**src/rtl/sprite_rom_arbiter.sv**
```systemverilog
// Round-robin arbiter with burst allowance sharing one synchronous sprite ROM between note lanes.
// Optional transparency-key flag on responses: define TRANSPARENT_KEY_EN.
module sprite_rom_arbiter #(
   parameter int NUM_REQ = 5,
   parameter int ADDR_W = 13,
   parameter int DATA_W = 24,
   parameter int MAX_BURST = 4,
   parameter logic [DATA_W-1:0] KEY_COLOR = 24'hFF00FF
) (
   input  logic                      Clk,
   input  logic                      Reset,
   input  logic [NUM_REQ-1:0]        req,
   input  logic [NUM_REQ*ADDR_W-1:0] req_addr,
   output logic [NUM_REQ-1:0]        gnt,
   output logic [ADDR_W-1:0]         rom_addr,
   input  logic [DATA_W-1:0]         rom_data,
   output logic                      rsp_valid,
   output logic [2:0]                rsp_id,
   output logic [DATA_W-1:0]         rsp_data
`ifdef TRANSPARENT_KEY_EN
   ,
   output logic                      rsp_transparent
`endif
);

   localparam logic [3:0] BURST_LAST = 4'(MAX_BURST - 1);

   logic [2:0] owner;
   logic       owner_valid;
   logic [3:0] burst_cnt;

   logic       s1_valid;
   logic [2:0] s1_id;

   logic       owner_req;
   logic       hold;
   logic       any_grant;
   logic       hi_found;
   logic       lo_found;
   logic [2:0] hi_idx;
   logic [2:0] lo_idx;
   logic [2:0] gnt_idx;

   // Round-robin from owner+1: first requester above owner wins, else the
   // lowest requester at or below owner (wrapping back to owner itself).
   always_comb begin
      owner_req = 1'b0;
      hi_found  = 1'b0;
      lo_found  = 1'b0;
      hi_idx    = '0;
      lo_idx    = '0;
      for (int unsigned j = 0; j < NUM_REQ; j++) begin
         if (3'(j) == owner)
            owner_req = req[j];
         if (req[j] && (3'(j) > owner) && !hi_found) begin
            hi_found = 1'b1;
            hi_idx   = 3'(j);
         end
         if (req[j] && (3'(j) <= owner) && !lo_found) begin
            lo_found = 1'b1;
            lo_idx   = 3'(j);
         end
      end
   end

   always_comb begin
      any_grant = !Reset && (req != '0);
      hold      = owner_valid && owner_req && (burst_cnt < BURST_LAST);
      if (hold)
         gnt_idx = owner;
      else if (hi_found)
         gnt_idx = hi_idx;
      else
         gnt_idx = lo_idx;
   end

   always_comb begin
      gnt      = '0;
      rom_addr = '0;
      for (int unsigned j = 0; j < NUM_REQ; j++) begin
         if (any_grant && (3'(j) == gnt_idx)) begin
            gnt[j]   = 1'b1;
            rom_addr = req_addr[j*ADDR_W +: ADDR_W];
         end
      end
   end

   always_ff @(posedge Clk or posedge Reset) begin
      if (Reset) begin
         owner       <= '0;
         owner_valid <= 1'b0;
         burst_cnt   <= '0;
      end else if (any_grant) begin
         if (owner_valid && (gnt_idx == owner)) begin
            // Window restarts after the last allowed beat, so a lone lane keeps streaming.
            burst_cnt <= (burst_cnt == BURST_LAST) ? 4'd0 : burst_cnt + 4'd1;
         end else begin
            owner       <= gnt_idx;
            owner_valid <= 1'b1;
            burst_cnt   <= '0;
         end
      end else begin
         owner_valid <= 1'b0;
         burst_cnt   <= '0;
      end
   end

   always_ff @(posedge Clk or posedge Reset) begin
      if (Reset) begin
         s1_valid  <= 1'b0;
         s1_id     <= '0;
         rsp_valid <= 1'b0;
         rsp_id    <= '0;
         rsp_data  <= '0;
      end else begin
         s1_valid  <= any_grant;
         s1_id     <= any_grant ? gnt_idx : 3'd0;
         rsp_valid <= s1_valid;
         rsp_id    <= s1_id;
         if (s1_valid)
            rsp_data <= rom_data;
      end
   end

`ifdef TRANSPARENT_KEY_EN
   always_ff @(posedge Clk or posedge Reset) begin
      if (Reset)
         rsp_transparent <= 1'b0;
      else
         rsp_transparent <= s1_valid && (rom_data == KEY_COLOR);
   end
`endif

endmodule

```
**config.mk**
```make
export PLATFORM = sky130hd
export DESIGN_NAME = sprite_rom_arbiter
export DESIGN_NICKNAME = d
export VERILOG_FILES = /design/src/rtl/sprite_rom_arbiter.sv
export SDC_FILE = /design/constraint.sdc
export NUM_CORES = 1
export LEC_CHECK = 0
export ABC_AREA = 1
export CORE_ASPECT_RATIO = 0.6
export CORE_UTILIZATION = 38
export DETAILED_ROUTE_END_ITERATION = 6
export GPL_ROUTABILITY_DRIVEN = 0
export PLACE_DENSITY_LB_ADDON = 0.12
export SYNTH_ARGS = -nofsm -noshare
export SYNTH_HDL_FRONTEND = slang
export SYNTH_SLANG_ARGS = --single-unit
```
**constraint.sdc**
```tcl
create_clock -name Clk -period 4.13 [get_ports Clk]
set_input_delay 0.826 -clock Clk [delete_from_list [all_inputs] [get_ports Clk]]
set_output_delay 0.826 -clock Clk [all_outputs]
set_load 0.01 [all_outputs]
```
==> impl_metrics.env <==
export IMPL_maxSlewHeadroom_pct=35.8
export IMPL_critPathKind="in -> out"
export IMPL_cts_tree="built"
export IMPL_drtAntennaViolNets=0
export IMPL_chipHeight_um=65.3
export IMPL_dp_hpwl_um=5970
export IMPL_p_leak_nw=1.94
export IMPL_powerDensity_nw_per_um2=550
export IMPL_drc=0
export IMPL_first_iter_violations=108
export IMPL_busiest_layer="met2"
export IMPL_synth_area_per_cell_um2=8.02
export IMPL_cts_htree_levels=2
export IMPL_critPathMaxStageDelay_ps=560
export IMPL_cts_root_buf="clkbuf_8"
export IMPL_crit_top_cell="nand3_1"
export IMPL_end_kind="output port"
export IMPL_worst_setup_path_start_kind="primary input"
export IMPL_hp_class="reg -> reg"
export IMPL_synthFlopType="dfrtp_1"
export IMPL_setup_violations=0
export IMPL_p_total_mw=2.33
export IMPL_dp_slack_ps=42.5
export IMPL_synthSimpleGateAreaFrac_pct=39.0
export IMPL_n_antenna_cell=0
export IMPL_port_buffers=141
export IMPL_cts_buffers=5
export IMPL_firstDrtPassIters=4
export IMPL_core_area_um2=6280
export IMPL_fill_cells=537
export IMPL_met2_usage_pct=34.8
export IMPL_worst_slack_ps=150
export IMPL_placed_area_um2=4070
export IMPL_ys_warn_count=0
export IMPL_synth_common_cells="71 x nand2_1, 45 x nand3_1, 40 x dfrtp_1, 26 x nor2_1, 25 x inv_1"
export IMPL_netlist_area_leader_share_pct=39.5
export IMPL_dieArea_um2=7010
export IMPL_drive_gt1_share_pct=18.5
export IMPL_path_cells="clkdlybuf4s50_1, nand2_1, nand3_1, nand3_1, nand2_2, nand2_8, inv_4, nand2_1, nand2_4, nor2_4, buf_12, nand3_1, nand3_1, nor2_1, nand2_1, clkdlybuf4s50_1"
export IMPL_viasPerCell=4.88
export IMPL_grt_max_degree=41
export IMPL_tightest_slew_ps=963
export IMPL_design_area_um2=4230
export IMPL_holdBufCountCts=0
export IMPL_clk_latency_ps=290
export IMPL_netlist_area_um2=2530
export IMPL_syn_to_final_growth_pct=66.8
export IMPL_finalHoldViolCount=0
export IMPL_syn_nets=413
export IMPL_arrival_ps=3150
export IMPL_io_pins=142
export IMPL_cts_sinks=40
export IMPL_synthMuxAreaShare_pct=11.1
export IMPL_antenna_found_initial=0
export IMPL_clockBufferDepth=2
export IMPL_ys_types=35
export IMPL_crit_fanout=12
export IMPL_grt_overflow=0
export IMPL_synth_top_family_by_area="simple AND/OR/NAND/NOR gates"
export IMPL_routedWlPerCell_um=13.3
export IMPL_max_cap_violations=0
export IMPL_worstPathRequired_ps=3300
export IMPL_grt_pass1_vias=2602
export IMPL_wl_um=7310
export IMPL_nets=560
export IMPL_skew_ps=3.49
export IMPL_finalCriticalPeriod_ps=3980
export IMPL_multi_input_area_um2=1380
export IMPL_yosysTopAreaCell="dfrtp_1"
export IMPL_async_flop_share_pct=100
export IMPL_synth_edff_count=0
export IMPL_initial_core_util_pct=40.4
export IMPL_outcome="complete, no violations"
export IMPL_ir_drop_uv=317
export IMPL_fin_crit_sh_pct=96.4
export IMPL_ys_ff_latch=40
export IMPL_yosysMostFrequentCell="nand2_1"
export IMPL_seq_area_um2=1000
export IMPL_syn_inst=316
export IMPL_rows=22
export IMPL_synth_compound_area_share_pct=1.63
export IMPL_vias=2673
export IMPL_die_w_um=107
export IMPL_slew_violations=0
export IMPL_synthXorXnorAreaFrac_pct=0.346
export IMPL_ys_seq_area_share_pct=39.5
export IMPL_grt_use_met1_pct=31.3
export IMPL_grt_first_pass_wirelength_um=12200
export IMPL_yosys_area_share_adder_pct=0.494
export IMPL_fmax_mhz=251
export IMPL_synth_area_leaders="dfrtp_1 39%, mux2_2 11%, nand2_1 11%"
export IMPL_slowest_stage="clkdlybuf4s50_1"
export IMPL_gr_usage_met3_pct=5.65
export IMPL_grt_use_total_pct=22.3
export IMPL_path_clk_slew_ps=70
[timing repair]
item                       4_1_cts  5_1_grt
setup endpoints to repair        0       13
buffers inserted                 0        1
resized for setup                0       17
[area by class of cell]
class | instances | share of cell area [%]
sequential | 40 | 23.7
timing repair buffer | 152 | 35.9
tap | 84 | 2.49
inverter | 34 | 3.25
clock buffer | 8 | 2.13
multi-input combinational | 230 | 32.5
[routing by layer]
layer | up-vias | share of wire, %
li1 | 1336 | -
met1 | 1231 | 46
met2 | 96 | 45
met4 | 0 | 1.1
met5 | - | 0
met3 | 10 | 7.6
[per-stage QoR]
step | TNS [ps] | hold WS (ps) | instances | utilization [%]
3_3_place_gp | 0 | 336 | 539 | 64.8
4_1_cts | 0 | 356 | 547 | 66.3
3_5_place_dp | 0 | 339 | 539 | 64.8
6_report | 0 | 351 | 548 | 67.4
5_1_grt | -58.2 | 366 | 548 | 67.4
2_1_floorplan | 0 | 331 | 316 | -
[final timing paths]
check | endpoint | slack, ps | startpoint | depth (start not counted)
setup reg to reg | owner[2] | 1980 | owner[1] | 14
hold / removal | rsp_id[2] | 350 | s1_id[2] | 0
min in group asynchronous | rsp_data[22] | 1040 | Reset | 3
max in group asynchronous | rsp_data[16] | 2760 | Reset | 3
hold reg to reg | rsp_id[2] | 350 | s1_id[2] | 0
setup / recovery | rom_addr[5] | 150 | req[2] | 16
[report_power, final]
| group | leakage, nW | total (mW) | switching, mW | internal [mW] |
|---|---|---|---|---|
| clock | 0.0455 | 0.263 | 0.127 | 0.136 |
| combinational | 1.41 | 1.55 | 0.821 | 0.724 |
| sequential | 0.489 | 0.517 | 0.0604 | 0.456 |
| total | 1.94 | 2.33 | 1.01 | 1.32 |
[registers in the layout, indices dropped and copies added (netlist names)]
name,count
owner,3
burst_cnt,4
s1_valid,1
rsp_valid,1
rsp_id,3
owner_valid,1
s1_id,3
rsp_data,24
[cell usage in the layout (no fill, tap or decap), types with 2 or more instances in the layout]
master,netlist,layout
nand3_2,2,3
nand2_2,8,8
nand2_8,0,2
nor2_2,12,12
dlymetal6s2s_1,0,2
mux2_2,24,24
o21ai_1,2,3
nand2_1,71,68
buf_6,2,2
clkbuf_1,4,2
nor3_1,2,2
inv_2,6,5
inv_4,2,4
dfrtp_1,40,40
nand3_1,45,44
nand4_1,18,18
nand2_4,4,5
clkbuf_8,0,6
buf_4,1,8
nor2_1,26,26
clkdlybuf4s50_1,0,139
inv_1,25,24
[kinds of logic (layout without fill, tap and decap cells)]
kind of cell | Yosys count | in the layout
fa+ha+maj | 1 | 1
xor+xnor | 1 | 1
mux | 25 | 25
compound gates | 7 | 7
flops | 40 | 40
simple gates | 196 | 196
buf+inv | 46 | 194
[worst max-delay path, delay by kind of cell]
| family | cells | cell delay, ps |
|---|---|---|
| buffers and inverters | 4 | 1240 |
| AND/OR/NAND/NOR | 12 | 1080 |
Power figures use the tool's default switching activity.
